`src/rtl/mem_port_arbiter.sv`:
```
// Arbitrates one single-port memory between instruction fetch and the data stage of the core.
// Define ARB_ROUND_ROBIN_EN for round-robin arbitration; the default is fixed data priority with a starvation guard.
module mem_port_arbiter #(
  parameter int AW           = 32,
  parameter int DW           = 32,
  parameter int MAX_DATA_RUN = 4
) (
  input  logic          clk,
  input  logic          reset,
  input  logic          if_req,
  input  logic [AW-1:0] if_addr,
  output logic [DW-1:0] if_rdata,
  output logic          if_valid,
  input  logic          d_req,
  input  logic          d_we,
  input  logic [AW-1:0] d_addr,
  input  logic [DW-1:0] d_wdata,
  output logic [DW-1:0] d_rdata,
  output logic          d_valid,
  output logic          mem_req,
  output logic          mem_we,
  output logic [AW-1:0] mem_addr,
  output logic [DW-1:0] mem_wdata,
  input  logic [DW-1:0] mem_rdata,
  input  logic          mem_ready,
  output logic          busy
);

  typedef enum logic [1:0] {IDLE, BUSY_I, BUSY_D, DONE} state_e;

  state_e        state_q, state_d;
  logic          sel_d_q, sel_d_d;     // current transaction belongs to the data side
  logic          mem_req_q, mem_req_d;
  logic          mem_we_q, mem_we_d;
  logic [AW-1:0] mem_addr_q, mem_addr_d;
  logic [DW-1:0] mem_wdata_q, mem_wdata_d;
  logic [DW-1:0] if_rdata_q, if_rdata_d;
  logic [DW-1:0] d_rdata_q, d_rdata_d;
  logic          grant_d, grant_i;

`ifdef ARB_ROUND_ROBIN_EN
  logic rr_q, rr_d;  // 0 = fetch preferred, 1 = data preferred

  always_comb begin
    grant_d = d_req && (!if_req || rr_q);
    grant_i = if_req && !grant_d;
    rr_d    = rr_q;
    if (state_q == IDLE && grant_d) rr_d = 1'b0;
    if (state_q == IDLE && grant_i) rr_d = 1'b1;
  end

  always_ff @(posedge clk or posedge reset)
    if (reset) rr_q <= 1'b0;
    else       rr_q <= rr_d;
`else
  localparam logic [3:0] RUN_MAX = 4'(MAX_DATA_RUN);
  logic [3:0] run_q, run_d;

  // Consecutive data grants with fetch waiting; at the limit fetch is forced through.
  always_comb begin
    grant_d = d_req && (!if_req || run_q != RUN_MAX);
    grant_i = if_req && !grant_d;
    run_d   = run_q;
    if (state_q == IDLE) begin
      if (grant_d && if_req) run_d = (run_q == RUN_MAX) ? RUN_MAX : run_q + 4'd1;
      else if (grant_d || grant_i) run_d = 4'd0;
    end
  end

  always_ff @(posedge clk or posedge reset)
    if (reset) run_q <= 4'd0;
    else       run_q <= run_d;
`endif

  always_ff @(posedge clk or posedge reset) begin
    if (reset) begin
      state_q     <= IDLE;
      sel_d_q     <= 1'b0;
      mem_req_q   <= 1'b0;
      mem_we_q    <= 1'b0;
      mem_addr_q  <= '0;
      mem_wdata_q <= '0;
      if_rdata_q  <= '0;
      d_rdata_q   <= '0;
    end else begin
      state_q     <= state_d;
      sel_d_q     <= sel_d_d;
      mem_req_q   <= mem_req_d;
      mem_we_q    <= mem_we_d;
      mem_addr_q  <= mem_addr_d;
      mem_wdata_q <= mem_wdata_d;
      if_rdata_q  <= if_rdata_d;
      d_rdata_q   <= d_rdata_d;
    end
  end

  always_comb begin
    state_d     = state_q;
    sel_d_d     = sel_d_q;
    mem_req_d   = mem_req_q;
    mem_we_d    = mem_we_q;
    mem_addr_d  = mem_addr_q;
    mem_wdata_d = mem_wdata_q;
    if_rdata_d  = if_rdata_q;
    d_rdata_d   = d_rdata_q;
    case (state_q)
      IDLE: begin
        if (grant_d) begin
          state_d     = BUSY_D;
          sel_d_d     = 1'b1;
          mem_req_d   = 1'b1;
          mem_we_d    = d_we;
          mem_addr_d  = d_addr;
          mem_wdata_d = d_wdata;
        end else if (grant_i) begin
          state_d     = BUSY_I;
          sel_d_d     = 1'b0;
          mem_req_d   = 1'b1;
          mem_we_d    = 1'b0;
          mem_addr_d  = if_addr;
        end
      end
      BUSY_I, BUSY_D: begin
        if (mem_ready) begin
          state_d   = DONE;
          mem_req_d = 1'b0;
          mem_we_d  = 1'b0;
          if (state_q == BUSY_I)  if_rdata_d = mem_rdata;
          else if (!mem_we_q)     d_rdata_d  = mem_rdata;
        end
      end
      default: state_d = IDLE;
    endcase
  end

  always_comb begin
    if_valid = (state_q == DONE) && !sel_d_q;
    d_valid  = (state_q == DONE) && sel_d_q;
    busy     = (state_q != IDLE);
  end

  assign mem_req   = mem_req_q;
  assign mem_we    = mem_we_q;
  assign mem_addr  = mem_addr_q;
  assign mem_wdata = mem_wdata_q;
  assign if_rdata  = if_rdata_q;
  assign d_rdata   = d_rdata_q;

endmodule

```
`config.mk`:
```
export PLATFORM = sky130hd
export DESIGN_NAME = mem_port_arbiter
export DESIGN_NICKNAME = d
export VERILOG_FILES = /design/src/rtl/mem_port_arbiter.sv
export SDC_FILE = /design/constraint.sdc
export NUM_CORES = 1
export LEC_CHECK = 0
export BUFFER_PORTS_ARGS = -buffer_cell sky130_fd_sc_hd__buf_4
export CAP_MARGIN = 20
export CORE_AREA = 2 2 124 126
export CTS_CLUSTER_DIAMETER = 120
export DETAILED_ROUTE_END_ITERATION = 7
export DIE_AREA = 0 0 126 128
export GPL_ROUTABILITY_DRIVEN = 0
export GPL_TIMING_DRIVEN = 1
export PLACE_DENSITY = 0.68
export RECOVER_POWER = 100
export SETUP_SLACK_MARGIN = 0.5
export SLEW_MARGIN = 5
export SYNTH_ARGS = -nofsm -noshare
export SYNTH_HDL_FRONTEND = slang
export SYNTH_SLANG_ARGS = --single-unit
```
`constraint.sdc`:
```
create_clock -name clk -period 9.92 [get_ports clk]
set_clock_uncertainty 0.15 [all_clocks]
set_input_delay 0.992 -clock clk [delete_from_list [all_inputs] [get_ports clk]]
set_output_delay 0.992 -clock clk [all_outputs]
set_load 0.03 [all_outputs]
```
==> impl.org, run 1 <==
** Worst hold path
- The path class of the tightest hold or removal check is reg -> reg.

** Power
- Sw Pwr :: 0.00138 W
- Pint :: 0.00174 W
- Leakage power total :: 3.55 nW
- Proportion of power drawn by the clock network :: 0.230
- Of the total power, the share spent switching nets is 0.442.
- The worst-case IR drop observed on VDD is 0.000153 V.
- The share of total power dissipated in combinational logic is 0.450.
- Sequential group share of total power :: 0.320
- For this design the ratio of total power to cell area is 388 nW/um^2.

** Detailed routing
- Via density per instance :: 5.06
- The routed design has 14800 um of wire.
- Initial DRT Pass Iterations :: 4
- Dividing the detail-routed wire length by the instance count gives 16.3 um.
- After the first detailed-routing iteration, the DRC count stood at 234.
- DR DRC count :: 0
- The detail route stage leaves a number of antenna-violating nets equal to 0.
- Vias :: 4582

** Global route
- The first global-routing pass estimated 23700 um of wire.
- Entering global routing, the biggest net connects 76 pins.
- The number of antenna violations at the first check in global routing is 0.
- Total global routing overflow :: 0
- Number of global-route vias before repair :: 4589
- For this run, the total global-route usage over all layers was measured as 0.183.

** Synthesis
- Count of yosys warnings during synthesis :: 0
- Of the total synthesized cell area, the portion taken by full adders, half adders and majority gates is 0.0129.
- Area fraction in compound gates after synthesis :: 0.0589
- Mean area per synthesized cell :: 13.1 um^2
- Xor and xnor fraction of the mapped netlist area :: 0.00150
- Measured against the total synthesized area, the mux share comes to 0.209.
- Post-Syn Nets :: 586
- The share of the Yosys chip area taken by registers is 0.587.
- Post-synthesis sequential element count :: 137
- By area, the combinational part of the netlist is dominated by multiplexers.
- Number of distinct library cells after synthesis :: 35
- Syn Inst Count :: 446
- After synthesis the cells add up to 5840 um^2.
- Of the total synthesized cell area, the portion taken by AND, OR, NAND and NOR gates is 0.0975.

** Clocking
- Buffers inserted during clock tree synthesis total 17.
- Once the clock tree was built, the resizer swapped 0 gates to a different size.
- Cts-stage hold buffer count :: 0
- CTS saw 137 sinks.
- The H-tree was split into 4 levels.
- TritonCTS built the clock tree.
- Buffers added to address setup during post-CTS repair amount to 0.
- Clock-pin slew reported for the worst setup and hold paths after clock tree synthesis :: 60 ps
- Worst-case clock buffer depth :: 2
- Clock latency on the worst-skew pair :: 410 ps
- The cell sitting at the root of the clock tree is a sky130_fd_sc_hd__clkbuf_16.

** Critical path
- Data required time at the worst endpoint :: 10040 ps
- Number of buffer and inverter instances along the worst setup path :: 3
- Crit start category :: flip-flop
- Walking the worst path, the cells encountered are inv_1 -> ha_1 -> clkbuf_1 -> o21ai_0 -> clkbuf_1 -> nand2_1 -> o211ai_1.
- Type of the worst setup path :: reg -> reg
- The slowest stage of the critical path belongs to the cell sky130_fd_sc_hd__o21ai_0.
- CP max stage delay :: 1100 ps
- Data arrives at the worst endpoint at 4330 ps.
- Peak fanout along the critical path :: 29
- Type of destination of the critical path :: flip-flop
- Dominant delay contributor by cell family on the critical path :: buffers and inverters
- The most numerous cell type found on the critical path is sky130_fd_sc_hd__clkbuf_1.

** Outcome
- The final reports fail on capacitance limit, slew limit.
- The run finished, with violations left.

** STA
- Setup repair after global routing left no endpoint under its margin.
- Of the available clock period, the critical path in the final layout requires 0.425.
- The total count of max-transition violations in the final report came to 221.
- The worst path needs 4210 ps of the cycle, external delays included.
- Final setup violation count :: 0
- Adding up every negative setup slack in the final design gives 0 ps.
- Post-layout worst setup margin :: 5710 ps
- At the pin with the least slew margin, the transition time is 2610 ps.
- Peak Freq :: 237 MHz
- Number of hold violations in the final report :: 0
- Headroom to the max-slew limit came out at -0.750.

** Place
- Half-perimeter wire length after placement :: 10600 um
- At the placement stage, the worst setup path has a slack of 6780 ps.
- Port Buf Inserts :: 266
- Post-DP Area :: 7960 um^2

** Finish
- Final antenna diode count :: 0
- The finished cells cover 8040 um^2.
- Synthesis-to-layout area growth :: 37.6%
- Commonest non-fill, non-tap cells in the layout :: 138 x sky130_fd_sc_hd__clkbuf_1, 137 x sky130_fd_sc_hd__dfrtp_1, 133 x sky130_fd_sc_hd__buf_4
- Fin nets :: 845
- Of the cells placed in the final design, the portion with a size suffix greater than 1 is 0.242.
- Commonest non-fill, non-tap cell in the layout :: sky130_fd_sc_hd__clkbuf_1

** Floorplan
- Full die area :: 16100 um^2
- Width of the die :: 126 um
- Floorplan row count :: 45
- 267 I/O pins were placed.
- Vert. Die Dim :: 128 um
- The initial utilization of the core area, before any placement, comes to 0.393.
- Core footprint :: 14900 um^2

** Job
- The tool flagged a number of max-cap violations equal to 6.
-- cell type report --
type | instances | area [um^2]
Clock buffer | 19 | 443
Clock inverter | 13 | 239
Fill cell | 1389 | 6830
Inverter | 8 | 31.3
Multi-Input combinational cell | 268 | 2100
Sequential cell | 137 | 3430
Tap cell | 188 | 235
Timing Repair Buffer | 273 | 1560
-- cells in the mapped netlist --
| library cell | number | area, um^2 |
|---|---|---|
| sky130_fd_sc_hd__buf_6 | 4 | 45.0 |
| sky130_fd_sc_hd__nor2b_1 | 3 | 18.8 |
| sky130_fd_sc_hd__nor2_1 | 3 | 11.3 |
| sky130_fd_sc_hd__a41o_1 | 1 | 10.0 |
| sky130_fd_sc_hd__a211oi_1 | 1 | 7.51 |
| sky130_fd_sc_hd__o211ai_1 | 32 | 240 |
| sky130_fd_sc_hd__inv_2 | 1 | 3.75 |
| sky130_fd_sc_hd__mux2_1 | 66 | 743 |
| sky130_fd_sc_hd__mux2_4 | 29 | 435 |
| sky130_fd_sc_hd__nand2_1 | 69 | 259 |
| sky130_fd_sc_hd__inv_1 | 7 | 26.3 |
| sky130_fd_sc_hd__buf_2 | 8 | 40.0 |
| sky130_fd_sc_hd__o21ai_1 | 3 | 15.0 |
| sky130_fd_sc_hd__nor3_2 | 1 | 10.0 |
| sky130_fd_sc_hd__a21o_1 | 2 | 15.0 |
| sky130_fd_sc_hd__dfrtp_1 | 137 | 3430 |
| sky130_fd_sc_hd__clkbuf_1 | 17 | 63.8 |
| sky130_fd_sc_hd__a32o_1 | 1 | 10.0 |
| sky130_fd_sc_hd__nand2b_1 | 1 | 6.26 |
| sky130_fd_sc_hd__and3_4 | 1 | 11.3 |
| sky130_fd_sc_hd__and2_1 | 2 | 12.5 |
| sky130_fd_sc_hd__ha_1 | 6 | 75.1 |
| sky130_fd_sc_hd__a311o_1 | 1 | 10.0 |
| sky130_fd_sc_hd__o2bb2ai_1 | 1 | 8.76 |
| sky130_fd_sc_hd__nand3_1 | 2 | 10.0 |
| sky130_fd_sc_hd__nand4_1 | 33 | 206 |
| sky130_fd_sc_hd__o22ai_1 | 1 | 6.26 |
| sky130_fd_sc_hd__mux2i_1 | 2 | 20.0 |
| sky130_fd_sc_hd__a31o_1 | 1 | 8.76 |
| sky130_fd_sc_hd__xor2_1 | 1 | 8.76 |
| sky130_fd_sc_hd__mux2_2 | 2 | 22.5 |
| sky130_fd_sc_hd__nand4b_4 | 1 | 23.8 |
| sky130_fd_sc_hd__buf_1 | 4 | 15.0 |
| sky130_fd_sc_hd__a21oi_1 | 1 | 5.00 |
| sky130_fd_sc_hd__o21a_1 | 1 | 7.51 |
-- state kept, by name, indices dropped and copies added, names as in the netlist --
signal     count
mem_addr      32
mem_wdata     32
d_rdata       32
state_q        2
mem_req        1
sel_d_q        1
run_q          4
if_rdata      32
mem_we         1
-- final timing paths --
check	slack, ps	from	cells past startpoint	to
min reg2reg	330	d_rdata[26]$_DFFE_PP0P_	1	d_rdata[26]$_DFFE_PP0P_
min in group asynchronous	1160	reset	2	mem_wdata[11]$_DFFE_PP0P_
max	5710	state_q[0]$_DFFE_PP0P_	7	mem_addr[17]$_DFFE_PP0P_
max reg2reg	5710	state_q[0]$_DFFE_PP0P_	7	mem_addr[17]$_DFFE_PP0P_
max in group asynchronous	6530	reset	3	mem_wdata[29]$_DFFE_PP0P_
min	330	d_rdata[26]$_DFFE_PP0P_	1	d_rdata[26]$_DFFE_PP0P_
-- power by group through the flow --
stage	clock (W)	sequential (W)	combinational, W
finish	0.000716	0.000997	0.00140
global placement	0	0.00100	0.00168
detailed placement	0	0.00101	0.00171
global route	0.000758	0.00103	0.00150
CTS	0.000730	0.00101	0.00171
floorplan	0	0.00153	0.000557
-- metal layers --
layer  wire length [um]  global-route usage  vias to the layer above
met2               7630               0.312                      190
met5                  0                   0                        -
met3                953              0.0438                       10
li1                   -                   -                     2117
met1               6090               0.230                     2265
met4                128              0.0621                        0
-- kinds of logic (layout without fill, tap and decap cells) --
family / Yosys count / count (layout)
AO/OA/AOI/OAI: 46 / 46
flip-flops: 137 / 137
multiplexers: 99 / 99
buffers and inverters: 41 / 313
XOR/XNOR: 1 / 1
adder cells (fa/ha/maj): 6 / 6
AND/OR/NAND/NOR: 116 / 116
-- per-stage QoR --
step | hold WS (ps) | util | power, W | cells
after floorplan | 315 | - | 0.00208 | 446
after global placement | 319 | 0.536 | 0.00268 | 872
after detailed placement | 326 | 0.536 | 0.00272 | 872
after CTS | 339 | 0.581 | 0.00345 | 904
after global routing | 347 | 0.541 | 0.00330 | 906
final | 330 | 0.541 | 0.00312 | 906
No activity file was read; power rests on OpenSTA's default activity.
==> run 2, diff against run 1 <==
Clock period 9.92 ns to 3.88 ns, I/O delays scaled along.
==> run 2 against run 1 <==
  * Final cell count is 0.11% lower
  * Flip-flop and latch count unchanged
  * The flow still finishes with violations (capacitance limit, slew limit)
  * Utilization fell by 0.96 points
  * Via count is 0.63% lower
  * First-iteration DRC count grew 13%
==> impl.org, run 2 (same netlist as run 1, synthesis figures left out) <==
** Outcome
- Run status :: finished, violations left (unchanged)
- Violated checks: capacitance limit, slew limit (unchanged).

** Floorplan
- Vert. Die Dim :: 128 um (unchanged)
- The die span in x was 126 um (unchanged).
- Top-level port count :: 267 (unchanged)
- The number of standard-cell rows in the floorplan came to 45 (unchanged).
- Full die area :: 16100 um^2 (unchanged)
- Initial Util :: 0.393 (unchanged)
- Core footprint :: 14900 um^2 (unchanged)

** Critical path
- Data required time at the worst endpoint :: 3970 ps (was 10040 ps)
- The critical path arrival is 3100 ps (was 4330 ps).
- The delay of the slowest cell on the worst path is 950 ps (was 1100 ps).
- Crit start category :: flip-flop (unchanged)
- The slowest stage cell on the critical path was sky130_fd_sc_hd__clkbuf_1 (was sky130_fd_sc_hd__o21ai_0).
- The maximum fanout count along the critical path came to 37 (was 29).
- Sequence of cells on the critical path: inv_1 -> ha_1 -> nand4b_4 -> and2_0 -> clkbuf_1 -> o211ai_1 (was inv_1 -> ha_1 -> clkbuf_1 -> o21ai_0 -> clkbuf_1 -> nand2_1 -> o211ai_1).
- The type of element capturing the critical path is a flip-flop (unchanged).
- Type of the worst setup path :: reg -> reg (unchanged)

** STA
- The final critical-path share of the clock period is 0.776 (was 0.425).
- Number of hold violations in the final report :: 0 (unchanged)
- The measured slew at the worst slew-check pin was 1920 ps (was 2610 ps).
- The highest achievable clock rate came to 332 MHz (was 237 MHz).
- Worst slew margin relative to its limit :: -0.290 (was -0.750)
- The final total negative setup slack is 0 ps (unchanged).
- The final setup violation count is 0 (unchanged).
- The total count of max-transition violations in the final report came to 41 (was 221).
- Final critical delay including setup and external delays :: 3010 ps (was 4210 ps)
- Setup repair after global routing missed its margin: no (unchanged).

** Global route
- The via count of the first global-routing pass is 4641 (was 4589).
- First-pass GRT wire length :: 24300 um (was 23700 um)
- The largest net degree at the start of global routing was 73 (was 76).
- The total global routing overflow is 0 (unchanged).
- Overall track demand over capacity in global routing :: 0.191 (was 0.183)
- Antenna violations before repair :: 0 (unchanged)

** Place
- Port Buf Inserts :: 266 (unchanged)
- Half-perimeter wire length after placement :: 11100 um (was 10600 um)

** Finish
- The net total in the final layout came to 846 (was 845).
- Area of the multi-input gates :: 2120 um^2 (was 2100 um^2)
- The filler cell count in the final layout was 1420 (was 1389).
- The register area is 3430 um^2 (unchanged).
- The growth of design area from synthesis to finish was 35.2% (was 37.6%).
- The number of antenna diodes is 0 (unchanged).
- Commonest non-fill, non-tap cells in the layout: 142 x sky130_fd_sc_hd__clkbuf_1, 137 x sky130_fd_sc_hd__dfrtp_1, 134 x sky130_fd_sc_hd__buf_4 (was 138 x sky130_fd_sc_hd__clkbuf_1, 137 x sky130_fd_sc_hd__dfrtp_1, 133 x sky130_fd_sc_hd__buf_4).
- Fraction of layout cells with a size suffix above 1 :: 0.238 (was 0.242)
- The most common cell after layout, fill and taps aside is sky130_fd_sc_hd__clkbuf_1 (unchanged).

** Detailed routing
- Violation count after the first detailed-routing iteration :: 264 (was 234)
- The routed via count divided by cell count was 5.03 (was 5.06).
- The per-cell routed wire length came to 16.9 um (was 16.3 um).
- The iteration count of the initial detailed-routing pass was 4 (unchanged).
- Routed Antenna Nets :: 0 (unchanged)
- The routed wire length came to 15300 um (was 14800 um).
- Vias :: 4553 (was 4582)
- DR DRC count :: 0 (unchanged)

** Power
- The total power per unit cell area is 959 nW/um^2 (was 388 nW/um^2).
- The combinational power share was 0.475 (was 0.450).
- The net switching power is 0.00348 W (was 0.00138 W).
- Power Total :: 0.00757 W (was 0.00312 W)
- Sequential group share of total power :: 0.338 (was 0.320)
- The worst voltage drop across the vdd grid came to 0.000354 V (was 0.000153 V).
- The leakage power came to 3.50 nW (was 3.55 nW).
- The switching part of the total came to 0.460 (was 0.442).
- The portion of total power attributed to the clock network was 0.187 (was 0.230).
- Pint :: 0.00409 W (was 0.00174 W)

** Clocking
- The register clock-pin slew on the reported worst setup and hold paths was 60 ps (about the same).
- Number of buffers inserted during clock tree synthesis :: 17 (unchanged)
- Clock latency on the worst-skew pair :: 410 ps (about the same)
- The number of buffers added for setup after CTS is 0 (unchanged).
- Root buffer selected by CTS :: sky130_fd_sc_hd__clkbuf_16 (unchanged)
- Cts-stage hold buffer count :: 0 (unchanged)
- Sink count of the clock tree :: 137 (unchanged)
- TritonCTS clock tree :: done (unchanged)
- The H-tree depth came to 4 (unchanged).
- Worst-case clock buffer depth :: 2 (unchanged)
- # resized after CTS :: 0 (unchanged)

** Job
- The count of max-cap constraint violations came to 1 (was 6).

** Worst hold path
- The worst min-delay path class is in -> reg (was reg -> reg).
-- run 2: power groups by stage --
stage | Clock [W] | Combinational (W) | Sequential (W)
3_3_place_gp | 0 | 0.00429 | 0.00257
2_1_floorplan | 0 | 0.00142 | 0.00390
4_1_cts | 0.00145 | 0.00438 | 0.00259
6_report | 0.00142 | 0.00360 | 0.00256
3_5_place_dp | 0 | 0.00438 | 0.00260
5_1_grt | 0.00153 | 0.00386 | 0.00266
-- run 2: worst paths after layout --
| kind | cells past startpoint | slack (ps) | end | start |
|---|---|---|---|---|
| max in group asynchronous | 3 | 1390 | if_rdata[3]$_DFFE_PP0P_ | reset |
| min reg2reg | 1 | 330 | d_rdata[17]$_DFFE_PP0P_ | d_rdata[17]$_DFFE_PP0P_ |
| min in group asynchronous | 2 | 320 | d_rdata[31]$_DFFE_PP0P_ | reset |
| max | 6 | 870 | mem_addr[25]$_DFFE_PP0P_ | run_q[0]$_DFFE_PP0P_ |
| min | 2 | 40 | mem_wdata[2]$_DFFE_PP0P_ | d_wdata[2] |
| max reg2reg | 6 | 870 | mem_addr[25]$_DFFE_PP0P_ | run_q[0]$_DFFE_PP0P_ |
-- run 2: worst max-delay path, delay by kind of cell, from the launching register on --
kind / cells / cell delay, ps
and+or+nand+nor: 2 / 780
buffers and inverters: 2 / 1010
adders and majority gates: 1 / 230
DFF: 1 / 410
AOI/OAI and AO/OA: 1 / 230
-- run 2: layout make-up --
cell class	instances	share of cell area
clock inverters	3	0.00190
clock buffers	27	0.0637
repair buffers	274	0.198
well taps	188	0.0298
multi-input cells	268	0.268
flip-flops and latches	137	0.434
inverters	8	0.00396
-- run 2: routing by layer --
layer	global-route usage	vias to the layer above	share of wire
met3	0.0563	19	0.075
met1	0.241	2240	0.41
met2	0.313	190	0.50
li1	-	2104	-
met5	0	-	0
met4	0.0718	0	0.015
-- run 2: metrics by stage --
stage                     utilization  hold WS (ps)  cells  cell area, um^2  worst slack (ps)
after global placement          0.537           318    873             7980              1330
after floorplan                     -           315    446             5840              1630
final                           0.531          43.8    905             7900               869
after CTS                       0.572          27.7    903             8500              1240
after detailed placement        0.537           327    873             7980              1230
after global routing            0.531          25.9    905             7900               687
==> run 3, diff against run 2 <==
Settings changed: ABC_AREA from default to 1, CORE_AREA 2 2 124 126 to 2 2 125 127, DIE_AREA 0 0 126 128 to 0 0 127 129, PLACE_DENSITY 0.68 to 0.7.
Clock period 3.88 ns to 2.6 ns, I/O delays scaled along.
==> run 3 against run 2 <==
  * The run now ends clean
  * Highest routed layer unchanged
  * Via count rose by 27%
  * Power rose by 48%
  * Final area grew 16%
==> impl.org, run 3 <==
** Synthesis
- Number of distinct library cells after synthesis :: 23 (was 35)
- The net count after synthesis was 827 (was 586).
- Number of synthesized flops with an enable pin :: 0 (unchanged)
- Ranking of synthesized cells by instance count :: 279 x sky130_fd_sc_hd__nand2_1, 137 x sky130_fd_sc_hd__dfrtp_1, 75 x sky130_fd_sc_hd__inv_1 (was 137 x sky130_fd_sc_hd__dfrtp_1, 69 x sky130_fd_sc_hd__nand2_1, 66 x sky130_fd_sc_hd__mux2_1)
- The dominant cell type by area after synthesis is sky130_fd_sc_hd__dfrtp_1 (unchanged).
- The gate count of the mapped netlist was 687 (was 446).
- The number of synthesized register bits was 137 (unchanged).
- Synth async-reset ratio :: 1.00 (unchanged)
- Area share of the largest cell type after synthesis :: 0.583 (was 0.587)
- Mean area per synthesized cell :: 8.55 um^2 (was 13.1 um^2)
- The most instantiated flip-flop cell in the synthesis netlist is sky130_fd_sc_hd__dfrtp_1 (unchanged).
- Cell Area, Synth :: 5880 um^2 (was 5840 um^2)
- Sequential element share of the synthesized area :: 0.583 (was 0.587)
- Most numerous cell in the Yosys netlist :: sky130_fd_sc_hd__nand2_1 (was sky130_fd_sc_hd__dfrtp_1)
- Count of yosys warnings during synthesis :: 0 (unchanged)
- Top post-synthesis cells by area :: sky130_fd_sc_hd__dfrtp_1 58%, sky130_fd_sc_hd__nand2_1 18%, sky130_fd_sc_hd__o21ai_0 5.7% (was sky130_fd_sc_hd__dfrtp_1 59%, sky130_fd_sc_hd__mux2_1 13%, sky130_fd_sc_hd__mux2_4 7.5%)

** Critical path
- The sort of element at the start of the critical path is a flip-flop (unchanged).
- The critical path arrival was 2270 ps (was 3100 ps).
- The type of element capturing the critical path was a flip-flop (unchanged).
- Reg-to-reg setup timing slack :: 470 ps (was 870 ps)
- Worst R2R End :: mem_addr[28]$_DFFE_PP0P_ (was mem_addr[25]$_DFFE_PP0P_)
- Type of the worst setup path :: reg -> reg (unchanged)
- Reg-to-reg startpoint :: run_q[0]$_DFFE_PP0P_ (unchanged)
- The maximum fanout count along the critical path was 34 (was 37).
- The required time at the endpoint of the critical path is 2740 ps (was 3970 ps).
- The number of cells on the worst reg-to-reg path is 7 (was 6).

** Detailed routing
- The via count is 5779 (was 4553).
- Initial DRT Pass Iterations :: 5 (was 4)
- The number of DRC markers in iteration 0 was 345 (was 264).
- The routed wire length came to 17800 um (was 15300 um).
- Via density per instance :: 4.63 (was 5.03)
- The post-route antenna net violation count was 0 (unchanged).
- Routed wire length per instance :: 14.3 um (was 16.9 um)
- DR DRC count :: 0 (unchanged)

** Global route
- Total global routing overflow :: 0 (unchanged)
- The largest net degree at the start of global routing was 138 (was 73).
- The global routing usage on met2 is 0.362 (was 0.313).
- Most Crowded Layer GR :: met2 (unchanged)
- Global Route met1 Usage :: 0.286 (was 0.241)
- First-pass GRT wire length :: 28900 um (was 24300 um)
- The number of antenna violations at the first check in global routing came to 0 (unchanged).
- GRT met3 Usage :: 0.0707 (was 0.0563)
- Overall track demand over capacity in global routing :: 0.222 (was 0.191)
- Number of global-route vias before repair :: 5784 (was 4641)

** Clocking
- The H-tree depth came to 4 (unchanged).
- Setup repair bufs after CTS :: 0 (unchanged)
- Worst-case clock buffer depth :: 2 (unchanged)
- Clock-pin slew reported for the worst setup and hold paths after clock tree synthesis :: 60 ps (about the same)
- The clock latency on the worst-skew pair came to 410 ps (about the same).
- TritonCTS clock tree :: done (unchanged)
- The clock buffer count from CTS is 17 (unchanged).
- The total clock sinks is 137 (unchanged).
- The master cell of the clock root buffer is sky130_fd_sc_hd__clkbuf_16 (unchanged).

** STA
- The highest achievable clock rate was 468 MHz (was 332 MHz).
- The final critical-path share of the clock period came to 0.821 (was 0.776).
- TNS Setup :: 0 ps (unchanged)
- Max Slew Vio Count :: 0 (was 41)
- The final setup violation count came to 0 (unchanged).
- Worst-Margin Slew :: 1260 ps (was 1920 ps)
- Worst slew margin relative to its limit :: 0.160 (was -0.290)
- Setup repair after global routing missed its margin: no (unchanged).
- Number of hold violations in the final report :: 0 (unchanged)
- The final critical path time including I/O delays and setup was 2130 ps (was 3010 ps).

** Power
- The sequential power share is 0.331 (was 0.338).
- The leakage power is 4.71 nW (was 3.50 nW).
- Sw Pwr :: 0.00531 W (was 0.00348 W)
- The combinational power share is 0.457 (was 0.475).
- Total power density per cell area :: 1230 nW/um^2 (was 959 nW/um^2)
- The portion of total power attributed to the clock network came to 0.212 (was 0.187).
- The switching part of the total came to 0.473 (was 0.460).
- Worst vdd ir :: 0.000777 V (was 0.000354 V)
- The internal power summed over all cells came to 0.00590 W (was 0.00409 W).

** Floorplan
- Floorplan row count :: 45 (unchanged)
- Width of the die :: 127 um (was 126 um)
- The chip height was 129 um (was 128 um).
- Top-level port count :: 267 (unchanged)
- Full die area :: 16400 um^2 (was 16100 um^2)
- Initial Util :: 0.392 (was 0.393)
- Core footprint :: 15000 um^2 (was 14900 um^2)

** Finish
- Utilization after layout :: 0.610 (was 0.531)
- Commonest non-fill, non-tap cells in the layout :: 278 x sky130_fd_sc_hd__nand2_1, 137 x sky130_fd_sc_hd__dfrtp_1, 134 x sky130_fd_sc_hd__clkbuf_1 (was 142 x sky130_fd_sc_hd__clkbuf_1, 137 x sky130_fd_sc_hd__dfrtp_1, 134 x sky130_fd_sc_hd__buf_4)
- Final antenna diode count :: 0 (unchanged)
- The most common cell after layout, fill and taps aside is sky130_fd_sc_hd__nand2_1 (was sky130_fd_sc_hd__clkbuf_1).
- Fraction of layout cells with a size suffix above 1 :: 0.171 (was 0.238)
- Fin nets :: 1186 (was 846)
- Synthesis-to-layout area growth :: 55.3% (was 35.2%)

** Place
- The number of buffers inserted by port buffering was 266 (unchanged).
- Half-perimeter wire length after placement :: 11200 um (was 11100 um)

** Worst hold path
- End point of the most critical hold path :: mem_addr[7]$_DFFE_PP0P_ (was mem_wdata[2]$_DFFE_PP0P_)
- The hold path startpoint is d_addr[7] (was d_wdata[2]).
- The worst hold path depth came to 4 (was 2).
- Hold Path Class :: in -> reg (unchanged)

** Outcome
- Run status :: completed (was finished, violations left)

** Job
- The count of max-cap constraint violations was 0 (was 1).
## run 3: cell count changes after synthesis, sizes merged, moves of 33 or more
cell	change
inv	+71
nand2	+211
nand3b	+33
o21ai	+64
nand3	+37
mux2	-97
## run 3: per-stage QoR
| step | worst slack (ps) | instances | total power (W) | hold WS (ps) | cell area [um^2] |
|---|---|---|---|---|---|
| 4_1_cts | 604 | 1247 | 0.0121 | 1.10 | 9650 |
| 6_report | 465 | 1247 | 0.0112 | 20.5 | 9130 |
| 2_1_floorplan | 483 | 687 | 0.00728 | 220 | 5880 |
| 3_5_place_dp | 520 | 1114 | 0.00959 | 309 | 8040 |
| 5_1_grt | 322 | 1247 | 0.0120 | 19.4 | 9130 |
| 3_3_place_gp | 535 | 1114 | 0.00950 | 304 | 8040 |
## run 3: cell families (layout without fill, tap and decap cells)
family	after synthesis	in the layout	synth area share
simple gates	359	359	0.262
flops	137	137	0.583
buf+inv	113	485	0.0769
compound gates	70	70	0.0617
fa+ha+maj	6	6	0.0128
xor+xnor	2	2	0.00298
## run 3: worst max-delay path by stage
| stage | start | to | slack, ps | depth (start not counted) |
|---|---|---|---|---|
| after CTS | state_q[0]$_DFFE_PP0P_ | run_q[3]$_DFFE_PP0P_ | 600 | 7 |
| after detailed placement | run_q[0]$_DFFE_PP0P_ | mem_we$_DFFE_PP0P_ | 520 | 7 |
| after global routing | run_q[1]$_DFFE_PP0P_ | mem_addr[27]$_DFFE_PP0P_ | 320 | 7 |
| final | run_q[0]$_DFFE_PP0P_ | mem_addr[28]$_DFFE_PP0P_ | 470 | 7 |
| after global placement | run_q[0]$_DFFE_PP0P_ | mem_we$_DFFE_PP0P_ | 540 | 7 |
| after floorplan | reset | d_rdata[0]$_DFFE_PP0P_ | 480 | 1 |
## run 3: timing repair
| action | CTS | global route |
|---|---|---|
| endpoints found under the setup margin | 4 | 37 |
| hold endpoints to repair | 261 | 0 |
| hold buffers | 101 | 0 |
| gates resized for setup | 1 | 6 |
## run 3: worst max-delay path, stage by stage (launching register included)
cell and delay, ps:
sky130_fd_sc_hd__dfrtp_1 410, sky130_fd_sc_hd__inv_1 70, sky130_fd_sc_hd__ha_1 170, sky130_fd_sc_hd__nand4_1 420, sky130_fd_sc_hd__nand2_4 500, sky130_fd_sc_hd__nand2_1 110, sky130_fd_sc_hd__nand3_1 100, sky130_fd_sc_hd__nand2_1 80
## run 3: layout make-up
type | instances | area [um^2]
clock buffer | 18 | 439
clock inverter | 14 | 149
fill | 1334 | 5850
inverter | 79 | 303
multi-input combinational | 437 | 2000
sequential | 137 | 3430
tap | 188 | 235
timing repair buffer | 374 | 2580
## run 3: routing by layer
layer	up-vias	wire (um)
met3	20	1380
met5	-	0
met4	0	250
met1	2687	7680
li1	2835	-
met2	237	8500
## run 3: power by group through the flow
stage | registers (W) | logic (W) | clock network [W]
2_1_floorplan | 0.00559 | 0.00169 | 0
3_3_place_gp | 0.00373 | 0.00577 | 0
3_5_place_dp | 0.00373 | 0.00585 | 0
4_1_cts | 0.00373 | 0.00597 | 0.00243
5_1_grt | 0.00384 | 0.00563 | 0.00254
6_report | 0.00371 | 0.00512 | 0.00238
